`config.mk`:
```
export PLATFORM = sky130hd
export DESIGN_NAME = manual_drive_ctrl
export DESIGN_NICKNAME = d
export VERILOG_FILES = /design/src/rtl/manual_drive_ctrl.sv
export SDC_FILE = /design/constraint.sdc
export NUM_CORES = 1
export LEC_CHECK = 0
export ABC_AREA = 1
export ABC_CLOCK_PERIOD_IN_PS = 4200
export CAP_MARGIN = 20
export CORE_MARGIN = 3
export CORE_UTILIZATION = 55
export CTS_CLUSTER_DIAMETER = 40
export DETAILED_ROUTE_END_ITERATION = 6
export GPL_TIMING_DRIVEN = 0
export PLACE_DENSITY = 0.84
export SETUP_SLACK_MARGIN = 0.15
export SKIP_CTS_REPAIR_TIMING = 1
export SYNTH_ARGS = -nofsm -noshare
export SYNTH_HDL_FRONTEND = slang
export SYNTH_SLANG_ARGS = --single-unit
```
`constraint.sdc`:
```
create_clock -name clk -period 4.2 [get_ports clk]
set_clock_uncertainty 0.05 [all_clocks]
set_input_delay 0.63 -clock clk [delete_from_list [all_inputs] [get_ports clk]]
set_output_delay 0.63 -clock clk [all_outputs]
set_load 0.005 [all_outputs]
```
`src/rtl/manual_drive_ctrl.sv`:
```
// manual_drive_ctrl: manual-transmission drive FSM with power, stall, speed model, idle power-off and blinking turn lamps
module manual_drive_ctrl #(
  parameter int SPEED_W    = 8,
  parameter int MAX_SPEED  = 200,
  parameter int ACCEL      = 1,
  parameter int DECEL      = 1,
  parameter int IDLE_LIMIT = 1000,
  parameter int BLINK_HALF = 50
) (
  input  logic               clk,
  input  logic               rst_n,
  input  logic               manual_enable,
  input  logic               power_on_req,
  input  logic               clutch,
  input  logic               throttle,
  input  logic               brake,
  input  logic               reverse,
  input  logic               bu_left,
  input  logic               bu_right,
  output logic [1:0]         state,
  output logic               power,
  output logic [SPEED_W-1:0] speed,
  output logic               move_forward_signal,
  output logic               move_backward_signal,
  output logic               turn_left_signal,
  output logic               turn_right_signal,
  output logic               left_lamp,
  output logic               right_lamp,
  output logic               stall
);
  typedef enum logic [1:0] {OFF = 2'b00, NS = 2'b01, ST = 2'b10, MV = 2'b11} state_e;
  localparam int SW1 = SPEED_W + 1;
  localparam int IW  = $clog2(IDLE_LIMIT + 1);
  localparam int BW  = $clog2(BLINK_HALF + 1);
  state_e             state_q, state_d;
  logic               dir_q, dir_d, stall_q, stall_d, power_q, power_d;
  logic               fwd_q, fwd_d, bwd_q, bwd_d;
  logic [SPEED_W-1:0] speed_q, speed_d;
  logic [IW-1:0]      idle_q, idle_d;
  logic [1:0]         turn_q, turn_d, lamp_q, lamp_d;
  logic [BW-1:0]      bcnt_q [2];
  logic [BW-1:0]      bcnt_d [2];
  logic               any_in, idle_hit;
  logic [SW1-1:0]     cur, inc, inc_sat, dec_amt, dec, spd_w;
  always_comb begin
    state_d  = state_q;
    stall_d  = 1'b0;
    dir_d    = dir_q;
    any_in   = clutch | throttle | brake | reverse | bu_left | bu_right;
    idle_hit = !any_in && idle_q == IW'(IDLE_LIMIT - 1);
    case (state_q)
      OFF: if (power_on_req) state_d = NS;
      NS: begin
        if (throttle && !clutch) begin
          state_d = OFF;
          stall_d = 1'b1;
        end else if (throttle && clutch && !brake) state_d = ST;
        else if (idle_hit) state_d = OFF;
      end
      ST: begin
        if (brake) state_d = NS;
        else if (throttle && !clutch) state_d = MV;
      end
      default: begin
        if (reverse != dir_q && !clutch) begin
          state_d = OFF;
          stall_d = 1'b1;
        end else if (brake || clutch || !throttle) state_d = ST;
      end
    endcase
    if (clutch && (state_q == NS || state_q == ST)) dir_d = reverse;
    idle_d  = (state_q == NS && !any_in) ? (idle_q == IW'(IDLE_LIMIT) ? idle_q : idle_q + IW'(1)) : '0;
    // Speed math carries one extra bit so neither saturation nor floor can wrap
    cur     = {1'b0, speed_q};
    inc     = cur + SW1'(ACCEL);
    inc_sat = inc > SW1'(MAX_SPEED) ? SW1'(MAX_SPEED) : inc;
    dec_amt = brake ? SW1'(2 * DECEL) : SW1'(DECEL);
    dec     = cur < dec_amt ? '0 : cur - dec_amt;
    spd_w   = (state_d == OFF || state_q == OFF || state_q == NS) ? '0 :
              (state_q == MV && throttle) ? inc_sat : !throttle ? dec : cur;
    speed_d = spd_w[SPEED_W-1:0];
    power_d = state_d != OFF;
    fwd_d   = state_d == MV && !dir_d;
    bwd_d   = state_d == MV && dir_d;
    turn_d  = {bu_right & !bu_left & state_d[1], bu_left & !bu_right & state_d[1]};
    lamp_d  = '0;
    for (int i = 0; i < 2; i++) begin
      bcnt_d[i] = (turn_d[i] && turn_q[i] && bcnt_q[i] != BW'(BLINK_HALF - 1)) ? bcnt_q[i] + BW'(1) : '0;
      lamp_d[i] = !turn_d[i] ? 1'b0 : !turn_q[i] ? 1'b1 :
                  bcnt_q[i] == BW'(BLINK_HALF - 1) ? !lamp_q[i] : lamp_q[i];
    end
  end
  always_ff @(posedge clk or negedge rst_n) begin
    if (!rst_n) begin
      state_q   <= OFF;
      dir_q     <= 1'b0;
      stall_q   <= 1'b0;
      power_q   <= 1'b0;
      fwd_q     <= 1'b0;
      bwd_q     <= 1'b0;
      speed_q   <= '0;
      idle_q    <= '0;
      turn_q    <= '0;
      lamp_q    <= '0;
      bcnt_q[0] <= '0;
      bcnt_q[1] <= '0;
    end else if (manual_enable) begin
      state_q   <= state_d;
      dir_q     <= dir_d;
      stall_q   <= stall_d;
      power_q   <= power_d;
      fwd_q     <= fwd_d;
      bwd_q     <= bwd_d;
      speed_q   <= speed_d;
      idle_q    <= idle_d;
      turn_q    <= turn_d;
      lamp_q    <= lamp_d;
      bcnt_q[0] <= bcnt_d[0];
      bcnt_q[1] <= bcnt_d[1];
    end
  end
  assign state                = state_q;
  assign power                = power_q;
  assign speed                = speed_q;
  assign stall                = stall_q;
  assign move_forward_signal  = fwd_q;
  assign move_backward_signal = bwd_q;
  assign turn_left_signal     = turn_q[0];
  assign turn_right_signal    = turn_q[1];
  assign left_lamp            = lamp_q[0];
  assign right_lamp           = lamp_q[1];
endmodule

```
## After elaboration in Yosys (flattened, before gate mapping)

Index checks and enable logic that the tools add are counted.

- Magnitude comparators: 2
- Mux-type cells: 29
- Reductions and logical operators: 36
- Equal/unequal tests: 15
- Bitwise operators: 9
- Add/sub/neg operators: 5

Operators with widths:

| cell | count |
|---|---|
| two-way mux 8 bit | 5 |
| equality test 10 bit, second input constant | 2 |
| two-way mux 10 bit | 2 |
| two-way mux 2 bit | 9 |
| logical AND 1 bit | 14 |
| adder 6 x 1 -> 6 bit, second input constant | 2 |
| equality test 6 bit, second input constant | 2 |
| two-way mux 6 bit | 2 |
| inequality test 6 bit, second input constant | 2 |
| adder 10 x 1 -> 10 bit, second input constant | 1 |
| adder 8 x 1 -> 9 bit, second input constant | 1 |
| > comparator 9 x 8 -> 1 bit, second input constant | 1 |
| logical NOT 1 bit | 9 |
| two-way mux 1 bit | 9 |
| less-than comparator 8 x 2 -> 1 bit | 1 |
| AND reduction 2 bit | 4 |
| subtractor 8 x 2 -> 8 bit | 1 |
| equality test 2 bit, second input constant | 3 |
| inequality test 3 x 2 -> 1 bit, second input constant | 2 |
| case mux 2 bit (3 select lines) | 1 |
| logical OR 1 bit | 5 |
| OR 1 bit | 5 |
| AND 1 bit | 4 |
| logical NOT 2 bit | 2 |
| 7 further kinds | 7 |

- Flip-flop bits (word level): 41
- Input port bits: 10
- Logic and storage cells: 109
- Output and inout bits: 18

## Longest topological paths before layout

Gate-level depths: netlist of the first run.

- Depth in word-level cells: 16
- Mapped depth: 15
- Mapped depth without buffers: 14

## Least setup slack after synthesis of the first run

OpenSTA, ideal clock, no wires.

- Path kind: input to register
- Start point: in brake
- End point: reg speed_q[2] (netlist: speed[2])
- Library setup time: 118 ps
- Path slack: 1901 ps
- Stages on the path: 14
- Arrival time: 2131 ps
- Required time: 4032 ps
- Buffers on the path: 0
- Cells stage by stage: inv_2 -> ha_1 -> inv_1 -> fa_1 -> nor2_1 -> nand4_1 -> nor2_1 -> nor2_1 -> o21ai_0 -> nand2_1 -> inv_1 -> nor2_1 -> nand3_1 -> nand2_1

- Cells in the longest elaborated chain, start to end: 15
- Elaborated cells between the ends (all ways): 29

Ends and longest elaborated chain:

| item | line | source |
|---|---|---|
| start: declaration | 16 | `input logic brake,` |
| OR 1 bit (4 in series) | 49 | `any_in = clutch \| throttle \| brake \| reverse \| bu_left \| bu_right;` |
| logical NOT 1 bit | 50 | `idle_hit = !any_in && idle_q == IW'(IDLE_LIMIT - 1);` |
| logical AND 1 bit | 50 |  |
| two-way mux 2 bit | 58 | `else if (idle_hit) state_d = OFF;` |
| two-way mux 2 bit | 57 | `end else if (throttle && clutch && !brake) state_d = ST;` |
| two-way mux 2 bit | 54 | `if (throttle && !clutch) begin` |
| case mux 2 bit (3 select lines) | 51 | `case (state_q)` |
| logical NOT 2 bit | 79 | `spd_w = (state_d == OFF \|\| state_q == OFF \|\| state_q == NS) ? '0 :` |
| logical OR 1 bit (2 in series) | 79 |  |
| inequality test 3 x 1 -> 1 bit (no line) | -- |  |
| AND reduction 2 bit (no line) | -- |  |
| end signal: assignment | 114 | `speed_q <= speed_d;` |
| end: declaration | 38 | `logic [SPEED_W-1:0] speed_q, speed_d;` |

Several ways; a longest one is shown, not always the timed one. The select of a mux whose other input is x is not followed.
A chain may end at the register's enable or synchronous reset.

## Final worst setup path of the first run

Ends and elaborated chain as after synthesis.

==> summary by stage, run 1 <==
STA
The portion of the clock cycle consumed by the worst path in the final layout is 65.2%. The final hold slack is 0.0677 ns. The number of pins with negative max-slew slack in the final report is 0.

The actual transition at the worst max-transition pin is 0.407 ns. The final number of setup-violating endpoints is 0. The highest clock frequency the design can meet is 365 MHz.

Setup repair after global routing left no endpoint under its margin. Headroom to the max-slew limit came out at 72.5%. The aggregate negative setup slack is 0 ns. Counting I/O delays and the setup requirement, the final critical path takes 2.74 ns. The hold violation count in the final report came to 0.

Floorplanning
The core region is 4850 sq um. The height of the die is 77.9 microns. In this run the horizontal extent of the chip is 77.9 microns. The row count is 25. The starting density of the core is 58.7%. During I/O placement, the number of pins put on the boundary was 28. The floorplan die area is 6070 sq um.

Yosys
The most used flip-flop cell after synthesis is sky130_fd_sc_hd__dfrtp_1. The library cell with the largest summed area after synthesis is sky130_fd_sc_hd__dfrtp_1. The synthesized design contains 41 register bits. The number of synthesis warnings is 0. The top cell type by area accounts for 36.0% of the synthesized area.

The async set-reset flop share out of synthesis is 100%. The sequential fraction of the synthesis area is 36.0%. By area the synthesized netlist is led by sky130_fd_sc_hd__dfrtp_1 36%, sky130_fd_sc_hd__nand2_1 12%, sky130_fd_sc_hd__inv_1 6.7%. Counting every net in the synthesized netlist gives 415. Among all cell types in the netlist, the one instantiated most often is sky130_fd_sc_hd__nand2_1.

Yosys mapped the design onto 40 distinct sky130hd cell types. The synthesized area per cell is 7.32 sq um. Counting flops with a built-in enable in the synthesized netlist gives 0. In the synthesized netlist, the cells that appear most often are 93 x sky130_fd_sc_hd__nand2_1, 51 x sky130_fd_sc_hd__inv_1, 48 x sky130_fd_sc_hd__nor2_1. The number of instances in the synthesized netlist is 389. The post-synthesis instance area is 2850 sq um.

Run status
The run finished with clean final reports.

Detailed routing
The DRC violation total after the first TritonRoute iteration is 168. The routed via count divided by cell count is 5.37. The post-detailed-route DRC marker count is 0. The wire length reported by the detailed router is 6.25 mm. The wire length per cell after detailed routing is 12.7 microns. The total iterations of the first detailed-routing run is 5. The number of nets with antenna violations after detailed routing is 0. The detailed router placed 2,636 vias in this run.

Worst hold path
The path class of the tightest hold or removal check is in -> async.

Global route
The via count of the first global-routing pass is 2,682. Entering global routing, the biggest net connects 41 pins. In the global route stage, overall resource usage came out at 22.7%. The global-route wire length before repair is 11.4 mm. The initial antenna violation count came to 0. Global routing finished with a remaining overflow of 0.

CTS
The total clock buffers created by CTS is 5. The maximum count of clock buffers along a single path is 2. The number of sinks handled by clock tree synthesis is 41. The clock reaches the later pin of the worst-skew pair after 0.29 ns.

The root buffer selected by CTS is sky130_fd_sc_hd__clkbuf_8. CTS built an H-tree with a depth of 2. The clock tree from TritonCTS is yes.

Clock-pin slew was measured on the worst setup and hold paths at 0.08 ns.

Finish
Compared with the post-synthesis result, the final layout area differs by 16.0%. For this run, the post-layout net count is 450. The number of diodes added for antenna fixing is 0. In the final layout, the share of cells above drive strength 1 is 11.1%.

The filler cells instantiated in the layout total 408.

Power and ir drop
Per report_power, the clock group accounts for 15.9% of the total. The power density over cell area is 501 nW/um^2. The internal power of the cells totals 0.948 mW. The relative contribution of sequential cells to total power is 32.0%.

The power dissipated by switching net loads is 0.707 mW. The combinational power share is 52.1%. The worst-case IR drop observed on VDD is 0.291 mV. The switching power share of the total is 42.7%. The static leakage is 1.61 nW.

Placed design
Buffers placed on the I/O ports in this run total 27. After legalization and detailed placement, the total HPWL measured 4.71 mm. The congestion estimate from routability-driven global placement came to 0.903.

Worst setup path
The kind of capture point of the worst setup path is a flip-flop. The top fanout value on the critical path is 8. The worst setup path is of the in -> reg kind.

The data arrival time at the worst-slack endpoint is 2.88 ns. The worst path required time is 4.34 ns. The kind of start point of the critical path is an input pin.

Job
The tool flagged a number of max-cap violations equal to 0.
-- power by group through the flow --
stage	registers, mW	clock network [mW]	logic (mW)
after global placement	0.534	0	0.834
after floorplan	0.525	0	0.594
after CTS	0.527	0.267	0.857
final	0.529	0.263	0.863
after global routing	0.541	0.284	0.989
after detailed placement	0.534	0	0.851
-- cell type report --
class                           count  area (sq um)  area share [%]
Buffer                              7          51.3            1.55
Sequential cell                    41          1030            31.1
Timing Repair Buffer               28           285            8.64
Clock buffer                        7          86.3            2.61
Inverter                           56           210            6.37
Tap cell                           67          83.8            2.54
Multi-Input combinational cell    285          1560            47.2
-- per-stage QoR --
stage | instance area [sq um] | total power [mW] | instances | utilization [%] | setup WS [ns]
after floorplan | 2850 | 1.12 | 389 | - | 1.90
after global placement | 3200 | 1.37 | 483 | 66.0 | 1.18
after detailed placement | 3220 | 1.39 | 484 | 66.3 | 1.17
after CTS | 3300 | 1.65 | 491 | 68.1 | 1.47
after global routing | 3300 | 1.81 | 491 | 68.1 | 1.21
final | 3300 | 1.65 | 491 | 68.1 | 1.46
-- worst paths after layout --
path | startpoint | to | slack, ns | cells past startpoint
max reg2reg | speed[0]$_DFFE_PN0P_ | speed[2]$_DFFE_PN0P_ | 1.89 | 14
min in group clk | move_forward_signal$_DFFE_PN0P_ | move_forward_signal$_DFFE_PN0P_ | 0.48 | 2
min | rst_n | speed[7]$_DFFE_PN0P_ | 0.07 | 1
max | brake | speed[2]$_DFFE_PN0P_ | 1.46 | 15
max in group asynchronous | rst_n | bcnt_q[7]$_DFFE_PN0P_ | 3.63 | 2
min reg2reg | move_forward_signal$_DFFE_PN0P_ | move_forward_signal$_DFFE_PN0P_ | 0.48 | 2
-- sequential cells by signal, summed over array words and instances, names as in the netlist --
name,count
state,2
turn_q,2
move_backward_signal,1
power,1
bcnt_q,12
lamp_q,2
speed,8
dir_q,1
stall,1
idle_q,10
move_forward_signal,1
-- critical path, cell delays in order --
cell	delay (ns)
sky130_fd_sc_hd__clkdlybuf4s50_1	0.44
sky130_fd_sc_hd__inv_2	0.16
sky130_fd_sc_hd__ha_1	0.17
sky130_fd_sc_hd__inv_1	0.06
sky130_fd_sc_hd__fa_1	0.37
sky130_fd_sc_hd__nor2_1	0.20
sky130_fd_sc_hd__nand4_1	0.16
sky130_fd_sc_hd__nor2_1	0.17
sky130_fd_sc_hd__nor2_1	0.13
sky130_fd_sc_hd__o21ai_0	0.09
sky130_fd_sc_hd__nand2_1	0.07
sky130_fd_sc_hd__inv_1	0.05
sky130_fd_sc_hd__nor2_1	0.04
sky130_fd_sc_hd__nand3_1	0.07
sky130_fd_sc_hd__nand2_1	0.05
-- metal layers --
layer | vias to the layer above | track usage [%] | share of wire, %
li1 | 1314 | - | -
met1 | 1234 | 27.7 | 43
met2 | 72 | 39.2 | 50
met3 | 16 | 4.18 | 4.6
met4 | 0 | 9.62 | 2.5
met5 | - | 0 | 0
-- cell usage in the layout (no fill, tap or decap), types with 2 or more instances in the layout --
master and instances:
sky130_fd_sc_hd__a21oi_1 10, sky130_fd_sc_hd__xor2_1 8, sky130_fd_sc_hd__a21oi_2 2, sky130_fd_sc_hd__nand3_2 3, sky130_fd_sc_hd__nand2_2 6, sky130_fd_sc_hd__a41oi_1 2, sky130_fd_sc_hd__nand3_4 2, sky130_fd_sc_hd__o21ai_0 12
sky130_fd_sc_hd__xnor2_1 2, sky130_fd_sc_hd__inv_1 51, sky130_fd_sc_hd__nand3_1 38, sky130_fd_sc_hd__inv_2 5, sky130_fd_sc_hd__nand4_1 8, sky130_fd_sc_hd__nand2_1 93, sky130_fd_sc_hd__buf_2 3, sky130_fd_sc_hd__clkbuf_8 6
sky130_fd_sc_hd__mux2i_1 2, sky130_fd_sc_hd__ha_1 15, sky130_fd_sc_hd__or2_2 4, sky130_fd_sc_hd__nor2_1 48, sky130_fd_sc_hd__and3_1 2, sky130_fd_sc_hd__nor3_1 3, sky130_fd_sc_hd__o22ai_1 2, sky130_fd_sc_hd__clkdlybuf4s50_1 26
sky130_fd_sc_hd__nor2_2 5, sky130_fd_sc_hd__dfrtp_1 41, sky130_fd_sc_hd__nand2_4 2, sky130_fd_sc_hd__o21ai_1 4, sky130_fd_sc_hd__buf_4 4
-- cells by family (layout without fill, tap and decap cells) --
family,after synthesis,in the layout,synth area share [%]
DFF,41,41,36.0
buffers and inverters,63,98,9.19
and+or+nand+nor,216,216,34.9
xor gates and xnor gates,10,10,3.08
muxes,2,2,0.703
adders and majority gates,16,16,7.30
AOI/OAI and AO/OA,41,41,8.75
Power figures use the tool's default switching activity.
==> run 2, diff against run 1 <==
Settings changed: ABC_CLOCK_PERIOD_IN_PS 4200 to 2750.
Clock period 4.2 ns to 2.75 ns, I/O delays scaled along.
==> run 2 against run 1 <==
Combinational power up 60%. Worst hold slack better by 0.32 ns. Sequential power up 53%. Largest cell class unchanged.
==> summary by stage, run 2 (synthesis results as in run 1) <==
Floorplanning
The placeable core region is 4850 sq um. The starting density of the core is 58.7%. The floorplan has 25 rows. The die width is 77.9 microns. The boundary pin count is 28.

The floorplan die area is 6070 sq um. From bottom edge to top edge, the die measures 77.9 microns.

STA
Setup violations remaining at the end of the flow were counted as 0. In this run the tightest slew margin relative to its limit is 72.5%. The post-layout minimum cycle time is 2.37 ns. The highest clock frequency the design can meet is 422 MHz. Final hold analysis gives a worst-case slack of 0.383 ns. The hold violation count in the final report was 0. The number of pins with negative max-slew slack in the final report was 0. Setup repair after global routing left no endpoint under its margin. Once routing completed, OpenROAD measured the worst setup slack at 0.380 ns.

The aggregate negative setup slack is 0 ns. At the pin with the least slew margin, the transition time is 0.407 ns. The final critical path takes up 86.2% of the cycle.

Worst setup path
The worst setup path is launched from an input pin. The worst path required time is 2.89 ns. The source of the worst register-to-register timing path is speed[0]$_DFFE_PN0P_. Data on the critical path arrives at its endpoint at 2.51 ns. The kind of capture point of the worst setup path is a flip-flop.

The top fanout value on the critical path is 6. The critical path launch point is brake. The classification of the worst setup path is in -> reg.

Global route
The initial antenna violation count came to 0. The via count of the first global-routing pass came to 2,682. The global-route congestion overflow total is 0. The first global-routing pass estimated 11.4 mm of wire. Entering global routing, the biggest net connects 41 pins. The overall track demand over capacity in global routing is 22.7%.

Power and ir drop
The power density over cell area is 775 nW/um^2. The static leakage is 1.63 nW. The overall power after layout is 2.59 mW. Across the VDD grid, the largest voltage drop is 0.446 mV.

Placed design
Port buffering added 27 buffers. The global placer's final weighted congestion is 0.903. Before CTS, the worst setup slack after placement is -0.0672 ns.

After legalization and detailed placement, the total HPWL measured 4.71 mm.

Finish
The top cell types in the final layout, fill and taps aside, are 93 x sky130_fd_sc_hd__nand2_1, 51 x sky130_fd_sc_hd__inv_1, 45 x sky130_fd_sc_hd__nor2_1. Of the cells placed in the final design, the portion with a size suffix greater than 1 is 12.4%. The register with the most flip-flops in the layout has 12 of them.

Leaving out fill and tap cells, the most frequent cell in the layout is sky130_fd_sc_hd__nand2_1. The area growth from synthesis to layout is 17.5%. The register with the most flip-flops is bcnt_q. The number of diodes added for antenna fixing is 0. The total number of nets in the final design is 454.

CTS
The H-tree depth is 2. In this run the clock root is driven by a sky130_fd_sc_hd__clkbuf_8. The clock passes through at most 2 buffers. The number of sinks handled by clock tree synthesis is 41. The clock transition time at the flip-flop clock pins of the worst setup and hold paths is 0.08 ns. The clock tree from TritonCTS is yes. The insertion delay to the later sink of the worst-skew pair is 0.29 ns. Clock tree synthesis inserted a total of 5 buffers.

Detailed routing
The wire length reported by the detailed router is 6.30 mm. The DRC violation total after the first TritonRoute iteration is 178. The via count of the routed design is 2,663. The post-detailed-route DRC marker count is 0. In this run the remaining antenna-violating nets after routing total 0. Dividing the detail-routed wire length by the instance count gives 12.7 microns.

The routed via count divided by cell count is 5.38. The first detailed-routing pass ran for 4 iterations.

Worst hold path
The classification of the worst-slack hold path is in -> async.

Run status
The run finished with clean final reports.

Job
The count of max-cap constraint violations is 0.
==> run 2: path summary, 6_finish.rpt <==
check	endpoint	slack (ns)	cells after the start
worst max-delay path	speed[2]$_DFFE_PN0P_	0.38	14
worst max register to register	speed[2]$_DFFE_PN0P_	0.53	14
min in group clk	move_forward_signal$_DFFE_PN0P_	0.47	2
worst min-delay path	speed[7]$_DFFE_PN0P_	0.38	2
worst min register to register	move_forward_signal$_DFFE_PN0P_	0.47	2
max in group asynchronous	bcnt_q[7]$_DFFE_PN0P_	1.86	3
==> run 2: area by class of cell <==
cell class                      instances  area, sq um
Buffer                                  7         51.3
Clock buffer                            7         86.3
Multi-Input combinational cell        285         1570
Timing Repair Buffer                   32          318
Fill cell                             402         1500
Inverter                               56          213
Tap cell                               67         83.8
Sequential cell                        41         1030
==> run 2: routing by layer <==
| layer | share of wire (%) | track usage (%) | routed length (microns) |
|---|---|---|---|
| met5 | 0 | 0 | 0 |
| met4 | 2.5 | 9.62 | 155 |
| met3 | 3.8 | 4.18 | 237 |
| met2 | 50 | 39.2 | 3150 |
| met1 | 44 | 27.7 | 2760 |
==> run 2: per-stage QoR <==
stage / area (sq um) / instances / utilization (%)
after floorplan: 2850 / 389 / -
after detailed placement: 3220 / 484 / 66.3
after global placement: 3200 / 483 / 66.0
after global routing: 3340 / 495 / 69.0
final: 3340 / 495 / 69.0
after CTS: 3300 / 491 / 68.1
==> run 2: critical path, cell delays in order <==
cell	delay, ns
sky130_fd_sc_hd__clkdlybuf4s50_1	0.54
sky130_fd_sc_hd__inv_4	0.06
sky130_fd_sc_hd__buf_4	0.13
sky130_fd_sc_hd__fa_1	0.44
sky130_fd_sc_hd__nor2_2	0.14
sky130_fd_sc_hd__nand4_1	0.16
sky130_fd_sc_hd__nor2_2	0.19
sky130_fd_sc_hd__nor2_2	0.09
sky130_fd_sc_hd__o21ai_0	0.07
sky130_fd_sc_hd__nand2_1	0.07
sky130_fd_sc_hd__inv_1	0.05
sky130_fd_sc_hd__nor2_1	0.04
sky130_fd_sc_hd__nand3_1	0.07
sky130_fd_sc_hd__nand2_1	0.05
==> run 2: where the power goes <==
| part | total (mW) | internal [mW] | switching (mW) |
|---|---|---|---|
| sequential | 0.809 | 0.697 | 0.112 |
| clock | 0.401 | 0.199 | 0.202 |
| combinational | 1.38 | 0.596 | 0.785 |
==> run 3, diff against run 2 <==
Settings changed: GPL_TIMING_DRIVEN 0 to unset, PLACE_DENSITY 0.84 to unset, PLACE_DENSITY_LB_ADDON set to 0.12.
==> run 3 against run 2 <==
Critical path depth is 1 higher. Clock power is 9.0% higher. Maximum frequency is 0.54% lower. Combinational power is 11% lower. Total power is 2.9% lower. Clock-buffer cell count stayed put. Sequential cell count stayed put. Worst setup slack worse by 0.013 ns.
==> summary by stage, run 3 (synthesis results as in run 1) <==
Detailed routing
After detailed routing, the average wire length per cell comes to 12.3 microns. For this run, design rule violations remaining after detail routing come to 0. In this run, the number of DRC markers left after iteration 0 of detailed routing was 170. The total iterations of the first detailed-routing run is 4.

The final route contains 2,549 vias. The routed via count divided by cell count is 5.24. The number of nets with antenna violations after detailed routing is 0. For this block, the routed nets add up to 5.97 mm of wire.

Floorplanning
The die width is 77.9 microns. In this run the standard cell core region covers 4850 sq um. The boundary pin count is 28.

The floorplan step set the die height to 77.9 microns. The starting density of the core is 58.7%. The floorplan die area is 6070 sq um.

The row count is 25.

Worst setup path
The destination of the worst register-to-register timing path is speed[2]$_DFFE_PN0P_. The kind of capture point of the worst setup path is a flip-flop. Data on the critical path is required at its endpoint by 2.88 ns. The capturing element of the worst setup path is speed[2]$_DFFE_PN0P_.

In this run the critical register-to-register path is launched from speed[0]$_DFFE_PN0P_. The kind of start point of the critical path is an input pin. The classification of the worst setup path is in -> reg. In this run the worst path has a maximum fanout of 6. Counting cells, the worst reg-to-reg path comes to 14. For flop-to-flop paths, the worst setup slack is 0.50 ns. Data arrives at the worst endpoint at 2.52 ns. The critical path launch point is brake.

Finish
0 antenna diodes ended up in the layout. The library cells used most frequently in the layout, excluding fill and tap cells, are 93 x sky130_fd_sc_hd__nand2_1, 51 x sky130_fd_sc_hd__inv_1, 47 x sky130_fd_sc_hd__nor2_1. bcnt_q holds more flip-flops than any other register. The post-route netlist has 10.5% of its cells at a drive strength greater than 1.

The number of filler cells placed in the layout is 425. The number of flip-flops in the largest register is 12. Compared with the post-synthesis result, the final layout area differs by 14.6%. The post-layout utilization of the core is 67.3%.

Leaving out fill and tap cells, the most frequent cell in the layout is sky130_fd_sc_hd__nand2_1. At the end of the flow, the number of nets in the layout was 444. The post-route cell area is 3260 sq um.

STA
The worst path meets setup with 0.367 ns of slack. For this run, the top clock speed supported by timing is 420 MHz. The worst path uses 86.7% of the clock period.

The worst-case headroom to the max-slew limit is 38.5%. The post-layout minimum cycle time is 2.38 ns. The hold violation count in the final report is 0. The final number of setup-violating endpoints is 0. After routing, the total negative slack on setup checks comes to 0 ns. For the pin with the worst max-slew slack, the measured transition is 0.923 ns.

The number of pins with negative max-slew slack in the final report is 0. Setup repair after global routing left no endpoint under its margin.

Global route
The global-route congestion overflow total is 0. The global-route wire length before repair is 10.7 mm. The via count of the first global-routing pass is 2,403. The overall track demand over capacity in global routing is 21.6%. The initial antenna violation count is 0.

Entering global routing, the biggest net connects 42 pins.

Power and ir drop
The combinational power share is 48.9%. The clock share of power is 17.4%. The switching power share of the total is 42.7%. The largest vdd supply drop is 0.417 mV. In this run the static leakage power is 1.58 nW.

In this run the power density over the cells is 771 nW/um^2. The analysis attributes to net switching a power of 1.07 mW. The overall power after layout is 2.52 mW. The cell-internal power is 1.44 mW.

The relative contribution of sequential cells to total power is 33.7%.

Job
Max-cap violations in this run came to 0.

Run status
The flow ran to the end, and the final reports show no timing, DRC or antenna violations.

Placed design
The HPWL reported at the end of detailed placement is 4.49 mm. The global placer's final weighted congestion is 0.869. Buffers placed on the I/O ports in this run total 27. OpenSTA, run right after detailed placement, puts the worst setup slack at 0.0469 ns. The instance area after placement is 3160 sq um.

CTS
CTS saw 41 sinks. The later pin in the worst-skew pair is clocked with a latency of 0.29 ns. In this run, CTS created clock tree buffers numbering 5. The clock transition time at the flip-flop clock pins of the worst setup and hold paths is 0.07 ns.

The clock passes through at most 2 buffers. The clock tree from TritonCTS is yes. The tree is rooted in a sky130_fd_sc_hd__clkbuf_8.

The H-tree was split into 2 levels.

Worst hold path
The classification of the worst-slack hold path is in -> async.
==> run 3: how the worst min path moves through the flow <==
stage                      startpoint                     to  cells after the start
floorplan                       rst_n  bcnt_q[0]$_DFFE_PN0P_                      0
global placement    power$_DFFE_PN0P_      power$_DFFE_PN0P_                      2
detailed placement  power$_DFFE_PN0P_      power$_DFFE_PN0P_                      2
CTS                             rst_n   speed[0]$_DFFE_PN0P_                      1
global route                    rst_n   speed[0]$_DFFE_PN0P_                      1
finish                          rst_n   speed[7]$_DFFE_PN0P_                      1
==> run 3: final cells by class <==
class,instances,area (sq um),share of cell area [%]
multi-input cells,285,1560,47.9
clock inverters,1,5.00,0.153
well taps,67,83.8,2.57
clock buffers,7,96.3,2.95
repair buffers,29,280,8.59
inverters,56,210,6.44
flip-flops and latches,41,1030,31.4
==> run 3: power groups by stage <==
stage	Combinational [mW]	Sequential (mW)	Clock, mW
final	1.23	0.848	0.437
after CTS	1.22	0.845	0.450
after detailed placement	1.22	0.856	0
after floorplan	0.907	0.802	0
after global placement	1.20	0.853	0
after global routing	1.40	0.871	0.480
==> run 3: per-layer routing <==
metal / vias up / wire [microns] / GRT usage, %
met5: - / 0 / 0
met1: 1188 / 2770 / 27.7
met2: 55 / 2880 / 37.1
met3: 6 / 252 / 4.41
met4: 0 / 61 / 5.77
li1: 1300 / - / -
==> run 3: per-stage QoR <==
stage,std cells,hold WS [ns]
2_1_floorplan,389,0.0669
3_3_place_gp,478,0.412
3_5_place_dp,478,0.415
4_1_cts,486,0.236
5_1_grt,486,0.269
6_report,486,0.207
==> run 3: worst max-delay path, cell delays in order <==
cell and delay, ns:
sky130_fd_sc_hd__clkdlybuf4s50_1 0.45, sky130_fd_sc_hd__inv_2 0.10, sky130_fd_sc_hd__ha_1 0.14, sky130_fd_sc_hd__inv_1 0.06, sky130_fd_sc_hd__fa_1 0.37, sky130_fd_sc_hd__nor2_1 0.18, sky130_fd_sc_hd__nand4_1 0.19, sky130_fd_sc_hd__nor2_2 0.15
sky130_fd_sc_hd__nor2_1 0.11, sky130_fd_sc_hd__o21ai_0 0.09, sky130_fd_sc_hd__nand2_1 0.07, sky130_fd_sc_hd__inv_1 0.05, sky130_fd_sc_hd__nor2_1 0.04, sky130_fd_sc_hd__nand3_1 0.06, sky130_fd_sc_hd__nand2_1 0.05
